--- config.mk ---
export PLATFORM = sky130hd
export DESIGN_NAME = latch_wr_sched
export DESIGN_NICKNAME = d
export VERILOG_FILES = /design/src/rtl/latch_sched_pkg.sv /design/src/rtl/rr_arb2.sv /design/src/rtl/latch_wr_sched.sv
export SDC_FILE = /design/constraint.sdc
export NUM_CORES = 1
export LEC_CHECK = 0
export ABC_AREA = 1
export ABC_CLOCK_PERIOD_IN_PS = 2680
export BUFFER_PORTS_ARGS = -buffer_cell sky130_fd_sc_hd__buf_2
export CAP_MARGIN = 20
export CORE_MARGIN = 8
export CORE_UTILIZATION = 40
export CTS_BUF_LIST = sky130_fd_sc_hd__clkbuf_8
export DETAILED_ROUTE_END_ITERATION = 10
export PLACE_DENSITY = 0.66
export SLEW_MARGIN = 20
export SYNTH_ARGS = -nofsm -noshare
export SYNTH_HDL_FRONTEND = slang
export SYNTH_SLANG_ARGS = --single-unit
--- constraint.sdc ---
create_clock -name CLK -period 2.68 [get_ports CLK]
set_clock_uncertainty 0.2 [all_clocks]
set_input_delay 0.134 -clock CLK [delete_from_list [all_inputs] [get_ports CLK]]
set_output_delay 0.134 -clock CLK [all_outputs]
set_load 0.005 [all_outputs]
--- src/rtl/latch_sched_pkg.sv ---
// rtl/latch_sched_pkg.sv - shared state encoding and window constants for the latch write scheduler
package latch_sched_pkg;

    typedef enum logic [2:0] {
        IDLE  = 3'd0,
        SETUP = 3'd1,
        OPEN  = 3'd2,
        HOLD  = 3'd3,
        DONE  = 3'd4
    } state_t;

    localparam int SETUP_CYC = 1;
    localparam int HOLD_CYC  = 1;
    // Wide enough for PULSE up to 4 and for the setup/hold windows.
    localparam int CNT_W     = 2;

endpackage

--- src/rtl/rr_arb2.sv ---
// rtl/rr_arb2.sv - two-requester round-robin arbiter, one-hot grant
module rr_arb2 (
    input  logic [1:0] req,
    input  logic       ptr,
    output logic [1:0] gnt
);

    // ptr names the requester that wins a tie.
    always_comb begin
        gnt = 2'b00;
        if (ptr == 1'b0) begin
            if (req[0])      gnt = 2'b01;
            else if (req[1]) gnt = 2'b10;
        end else begin
            if (req[1])      gnt = 2'b10;
            else if (req[0]) gnt = 2'b01;
        end
    end

endmodule

--- src/rtl/latch_wr_sched.sv ---
// rtl/latch_wr_sched.sv - arbitrated setup/open/hold write sequencer for a bank of transparent-low latches
import latch_sched_pkg::*;

module latch_wr_sched #(
    parameter int WIDTH = 8,
    parameter int DEPTH = 8,
    parameter int AW    = 4,
    parameter int PULSE = 1
) (
    input  logic             CLK,
    input  logic             RST,
    input  logic [1:0]       REQ,
    input  logic [AW-1:0]    ADDR0,
    input  logic [AW-1:0]    ADDR1,
    input  logic [WIDTH-1:0] DATA0,
    input  logic [WIDTH-1:0] DATA1,
    output logic [1:0]       ACK,
    output logic             ERR,
    output logic             BUSY,
    output logic [DEPTH-1:0] LE_N,
    output logic [WIDTH-1:0] WD
);

    state_t             state, state_d;
    logic [CNT_W-1:0]   cnt, cnt_d;
    logic               ptr;
    logic [1:0]         gnt;
    logic               grant_q;
    logic [AW-1:0]      addr_q;
    logic               bad_q;
    logic [AW-1:0]      addr_mux;
    logic [DEPTH-1:0]   le_open;
    logic [DEPTH-1:0]   le_n_d;
    logic [1:0]         ack_d;
    logic               err_d;

    rr_arb2 u_arb (
        .req (REQ),
        .ptr (ptr),
        .gnt (gnt)
    );

    assign addr_mux = gnt[1] ? ADDR1 : ADDR0;
    assign le_open  = bad_q ? {DEPTH{1'b1}} : ~(DEPTH'(1) << addr_q);
    assign BUSY     = (state != IDLE);

    always_ff @(posedge CLK or posedge RST) begin
        if (RST) begin
            state <= IDLE;
            cnt   <= '0;
        end else begin
            state <= state_d;
            cnt   <= cnt_d;
        end
    end

    // LE_N/ACK/ERR are computed one cycle early so they leave flops directly.
    always_comb begin
        state_d = state;
        cnt_d   = cnt;
        le_n_d  = {DEPTH{1'b1}};
        ack_d   = 2'b00;
        err_d   = 1'b0;
        unique case (state)
            IDLE: begin
                if (|REQ) begin
                    state_d = SETUP;
                    cnt_d   = '0;
                end
            end
            SETUP: begin
                if (cnt == CNT_W'(SETUP_CYC - 1)) begin
                    state_d = OPEN;
                    cnt_d   = '0;
                    le_n_d  = le_open;
                end else begin
                    cnt_d = cnt + 1'b1;
                end
            end
            OPEN: begin
                if (cnt == CNT_W'(PULSE - 1)) begin
                    state_d = HOLD;
                    cnt_d   = '0;
                end else begin
                    cnt_d  = cnt + 1'b1;
                    le_n_d = le_open;
                end
            end
            HOLD: begin
                if (cnt == CNT_W'(HOLD_CYC - 1)) begin
                    state_d = DONE;
                    cnt_d   = '0;
                    ack_d   = grant_q ? 2'b10 : 2'b01;
                    err_d   = bad_q;
                end else begin
                    cnt_d = cnt + 1'b1;
                end
            end
            DONE: begin
                state_d = IDLE;
            end
            default: begin
                state_d = IDLE;
                cnt_d   = '0;
            end
        endcase
    end

    always_ff @(posedge CLK or posedge RST) begin
        if (RST) begin
            LE_N    <= {DEPTH{1'b1}};
            ACK     <= 2'b00;
            ERR     <= 1'b0;
            WD      <= '0;
            ptr     <= 1'b0;
            grant_q <= 1'b0;
            addr_q  <= '0;
            bad_q   <= 1'b0;
        end else begin
            LE_N <= le_n_d;
            ACK  <= ack_d;
            ERR  <= err_d;
            if (state == IDLE && (|REQ)) begin
                grant_q <= gnt[1];
                addr_q  <= addr_mux;
                bad_q   <= !({1'b0, addr_mux} < (AW + 1)'(DEPTH));
                WD      <= gnt[1] ? DATA1 : DATA0;
            end
            if (state == DONE)
                ptr <= ~grant_q;
        end
    end

endmodule

Word-level counts from Yosys, hierarchy flattened
Cells that the tools add are included.

word-level totals
  flip-flop bits (word level) = 31
  input port bits = 28
  output and inout port bits = 20
  word-level logic and storage cells = 57

cells by class
  add/subtract/negate cells = 1
  $lt $le $gt $ge = 1
  equality and inequality tests = 8
  shift-type cells = 1
  multiplexer cells = 24
  bitwise logic cells = 3
  reductions and logical operators = 9

operators with widths
  cell                                                   number
  2-to-1 mux 8 bit                                       4
  2-to-1 mux 2 bit                                       9
  case mux 8 bit (2 select lines)                        1
  2-to-1 mux 3 bit                                       4
  case mux 3 bit (4 select lines)                        1
  NOT 8 bit                                              1
  left shift 1 x 4 -> 8 bit, first input constant        1
  equality test 3 x 2 -> 1 bit, second input constant    2
  inequality test 2 bit, second input constant           3
  case mux 2 bit (3 select lines)                        1
  < comparator 4 bit, second input constant              1
  2-to-1 mux 4 bit                                       1
  AND reduction 4 bit                                    1
  equality test 3 x 1 -> 1 bit, second input constant    1
  equality test 3 bit, second input constant             1
  logical NOT 3 bit                                      1
  2-to-1 mux 1 bit                                       3
  nonzero test 3 bit                                     1
  OR reduction 3 bit                                     1
  adder 2 x 1 -> 2 bit, second input constant            1
  logical NOT 2 bit                                      1
  inequality test 2 x 1 -> 1 bit, second input constant  1
  NOT 1 bit                                              2
  AND reduction 2 bit                                    1
  3 further kinds                                        3

Depth between registers and ports, before layout
  depth in word-level cells = 6
  mapped depth = 8
  depth with buffers taken out = 7

Hierarchy
Synthesis repeated with hierarchy kept, for this count alone.

unflattened totals
  cells, all modules = 162
  area total of the unflattened synthesis = 1442.6 um^2

by module, submodules not included
  module          times used  cells each  area an instance (um^2)  seq. area each (um^2)
  latch_wr_sched  1           158         1415.1                   760.7
  rr_arb2         1           4           27.5                     0.0

Worst setup path after synthesis
No wires, ideal clock.

  path kind = register to register
  start = register cnt[0]
  end = register LE_N[0]
  setup time = 0.094 ns
  arrival = 1.045 ns
  setup slack = 1.340 ns
  cell stages (with the launch flop) = 6
  clock period less this slack = 1.340 ns
  cell sequence = dfrtp_1 inv_1 ha_1 inv_1 o21ai_2 nand3_1

between the ends
  word-level cells in the longest chain between the ends = 3
  elaborated cells between the ends (all ways) = 4
  those cells by class = mux (3); reduce/logical (1)

ends and longest elaborated chain
  item                                        line                                        text
  start: declaration                          latch_wr_sched.sv:25                        logic [CNT_W-1:0] cnt, cnt_d;
  start signal: assignment                    latch_wr_sched.sv:53                        cnt <= cnt_d;
  logical NOT 2 bit (*)                       latch_wr_sched.sv:72, latch_wr_sched.sv:81
  2-to-1 mux 8 bit, on equally long branches  latch_wr_sched.sv:81, latch_wr_sched.sv:72
  case mux 8 bit (2 select lines) (*)         latch_wr_sched.sv:64                        unique case (state)
  named net le_n_d[0]                         latch_wr_sched.sv:33                        logic [DEPTH-1:0] le_n_d;
  end signal: assignment                      latch_wr_sched.sv:111                       LE_N <= {DEPTH{1'b1}};
  end signal: assignment                      latch_wr_sched.sv:120                       LE_N <= le_n_d;
  end: declaration                            latch_wr_sched.sv:20                        output logic [DEPTH-1:0] LE_N,

The timed path passes the listed nets; every way through them passes the cells marked *.
A chain may end at the register's enable or synchronous reset.

Worst setup path after layout
  start = register ptr
  end = register WD[6]

between the ends
  word-level cells in the longest chain between the ends = 2

ends and longest elaborated chain
  item                      line                   text
  start: declaration        latch_wr_sched.sv:26   logic ptr;
  start signal: assignment  latch_wr_sched.sv:130  ptr <= ~grant_q;
  2-to-1 mux 2 bit          rr_arb2.sv:11          if (ptr == 1'b0) begin
  2-to-1 mux 8 bit          latch_wr_sched.sv:127  WD <= gnt[1] ? DATA1 : DATA0;
  end signal: assignment    latch_wr_sched.sv:127
  end: declaration          latch_wr_sched.sv:21   output logic [WIDTH-1:0] WD

Every way passes these cells.

==> summary.md <==
| Metric | Value |
|---|---|
| Status | finished, final reports clean |
| Mapped cell area | 1423 sq um |
| Ys flop type | dfrtp_1 |
| Sw Share | 37.89% |
| Combinational power share | 37.7% |
| Number of library cell types mapped by synthesis | 16 |
| CTS tree | built |
| FFs w/ async S/R, synth | 100.0% |
| WP data arrival | 2220 ps |
| Die extent in y | 75.64 um |
| # DRC | 0 |
| Internal power | 0.001150 W |
| Post-placement cell count | 268 |
| Vias in the first global route | 1359 |
| Mapped Cells | 180 |
| Clk Latency, worst-skew pair | 280 ps |
| Storage cell area | approximately 760 sq um |
| FMAX | 446.6 MHz |
| Final setup margin | 440.7 ps |
| Area leader, netlist | dfrtp_1 |
| Finish-stage setup viols | 0 |
| Bufs on Longest Clock Path | 2 |
| Non-filler cells, final | 300 |
| Startpoint types | register |
| H-Tree Depth | 2 |
| Yosys warnings | 0 |
| Reg clk slew, reported paths | approximately 70 ps |
| I/O Pins | 48 |
| Power per cell area | approximately 900 nW/um^2 |
| Switching pwr | roughly 0.00070 W |
| Tot GR Track Use | ~15% |
| Setup_tns | 0 ps |
| Final Cycle Share | 83.55% |
| Hold-fix buffers, CTS | 24 |
| Layout cells sized above 1 | between 20% and 30% |
| Router iterations before antenna repair | 4 |
| Max Cap Viol | 0 |
| Antenna Cells | 0 |
| Final nets | roughly 280 |
| Yosys top cell area share | 38.70% |
| Slew Limit Headroom | 39.53% |
| Row Count | 21 |
| Ranking of synthesized cells by area | dfrtp_1 (39%), nand2_1 (22%), dfstp_2 (15%), nand3_1 (9.1%), inv_1 (3.2%) |
| Total congestion overflow | 0 |
| Fin area | 2037 sq um |
| DR vias/cell | 4.593 |
| WS Path Type | register to register |
| Largest net degree at the start of global routing | 24 |
| Reg power frac | 39.0% |
| Starting DRT DRC Count | 95 |
| Yosys reg bits | 30 |
| Final Hold Vio Count | 0 |
| Multi-input gate area | ~570 sq um |
| Port bufs | 47 |
| GPL Wtd Cong | approximately 0.74 |
| Part of the Yosys area used for sequential elements | a little over half |
| Total leakage power | between 1 and 1.5 nW |
| Detailed Route WL | about 3.8 mm |
| Worst EP required | 2660 ps |
| Fill cells | 307 |
| Count leader, synth | nand2_1 |
| DRT antenna net count | 0 |
| Min-delay worst type | input port to register |
| Area Overhead vs Synth | 43.18% |
| Slew Limit Fails | 0 |
| Minimum clock period after layout | 2239 ps |
| CORE AREA | 3390 sq um |
| Via count | 1378 |
| RSZ-0062 raised after global routing | no |
| DP HPWL | about 2.5 mm |
| CTS resizes | 0 |
| Slew @ Worst Pin | around 900 ps |
| TritonCTS Buffers | 5 |
| Avg Cell Area, Syn | 7.903 sq um |
| Worst Setup End Kind | register |
| Initial antenna violation count | 0 |
| EDFF count, synth | 0 |
| CTS Sinks | 30 |
| Post-Place Cell Area | 1687 sq um |
| First-pass GRT wire length | approximately 6.3 mm |
| Synthesized Nets | 210 |
| Commonest cells in the netlist | nand2_1 (83), nand3_1 (26), dfrtp_1 (22) |
| Dpl ws | 1076 ps |
| Clock power frac | 23.4% |
| Post-CTS setup buffers | 0 |
| Peak VDD IR | 432.7 uV |
| Effective utilization at floorplan | roughly two fifths |
| CP Max Fanout | 13 |
| Die W | 75.64 um |
| Hold Slack | 27.60 ps |
| Clock root buffer | clkbuf_8 |
| DR WL/cell | ~13 um |
| Die Area | between 5000 and 6000 sq um |
[cells by family after synthesis]
kind of cell / after synthesis / share of synthesized area [%]
and+or+nand+nor: 122 / 36.06
adders and majority gates: 2 / 1.759
buffers and inverters: 20 / 6.331
AOI/OAI and AO/OA: 6 / 2.375
DFF: 30 / 53.47
[cells in the final DEF (no fill, tap or decap)]
cell type      instances
buf_4                  1
o21ai_0                5
nand2_1               83
buf_2                 47
nand3_1               26
inv_1                 12
dfrtp_1               22
inv_2                  1
clkbuf_8               8
dlygate4sd3_1         24
dfstp_2                8
nand3_4                1
nor2_4                 1
o21ai_2                1
ha_1                   2
nor3_1                 1
nor2_1                10
clkinv_2               1
[power by group through the flow]
stage / Sequential [W] / Clock (W) / Combinational, W
2_1_floorplan: 0.000709 / 0 / 0.000469
3_3_place_gp: 0.000726 / 0 / 0.000627
3_5_place_dp: 0.000724 / 0 / 0.000642
4_1_cts: 0.000721 / 0.000433 / 0.000701
5_1_grt: 0.000742 / 0.000453 / 0.000814
6_report: 0.000722 / 0.000433 / 0.000697
[state kept, by name (all words and copies together) (netlist names)]
name	cells
ERR	1
state	3
ptr	1
ACK	2
cnt	2
addr_q	4
grant_q	1
WD	8
LE_N	8
[path summary, 6_finish.rpt]
| path | start | end | slack, ps | cells after the start |
|---|---|---|---|---|
| worst max-delay path | ptr | WD[6] | 440 | 8 |
| worst min-delay path | ADDR1[3] | addr_q[3] | 30 | 5 |
| worst max register to register | ptr | WD[6] | 440 | 8 |
| worst min register to register | WD[4] | WD[4] | 280 | 2 |
| max in group asynchronous | RST | LE_N[5] | 1160 | 4 |
| min in group asynchronous | RST | ACK[0] | 390 | 3 |
[routing by layer]
layer | global-route usage, % | wire (um)
met3 | 4.211 | 258
met2 | 23.59 | 1829
met4 | 7.036 | 51
met5 | 0 | 0
met1 | 17.67 | 1621
[final cells by class]
cell class                 instances  share of cell area (%)
clock buffer                       8                   5.405
inverter                          14                   2.641
multi-input combinational        130                   28.07
sequential                        30                   37.35
tap                               46                   2.826
timing repair buffer              72                   23.71
[worst max-delay path, stage by stage, from the launching register on]
cell	delay, ps
dfrtp_1	350
inv_1	40
nand2_1	290
nand2_1	370
nand2_1	140
nand2_1	60
dlygate4sd3_1	570
nand2_1	70
nand2_1	40
[stage by stage]
step	util [%]	power [W]
after floorplan	-	0.001178
after global placement	49.76	0.001353
after detailed placement	49.76	0.001366
after CTS	60.10	0.001856
after global routing	60.10	0.002009
final	60.10	0.001852
(Power assumes the default switching activity.)
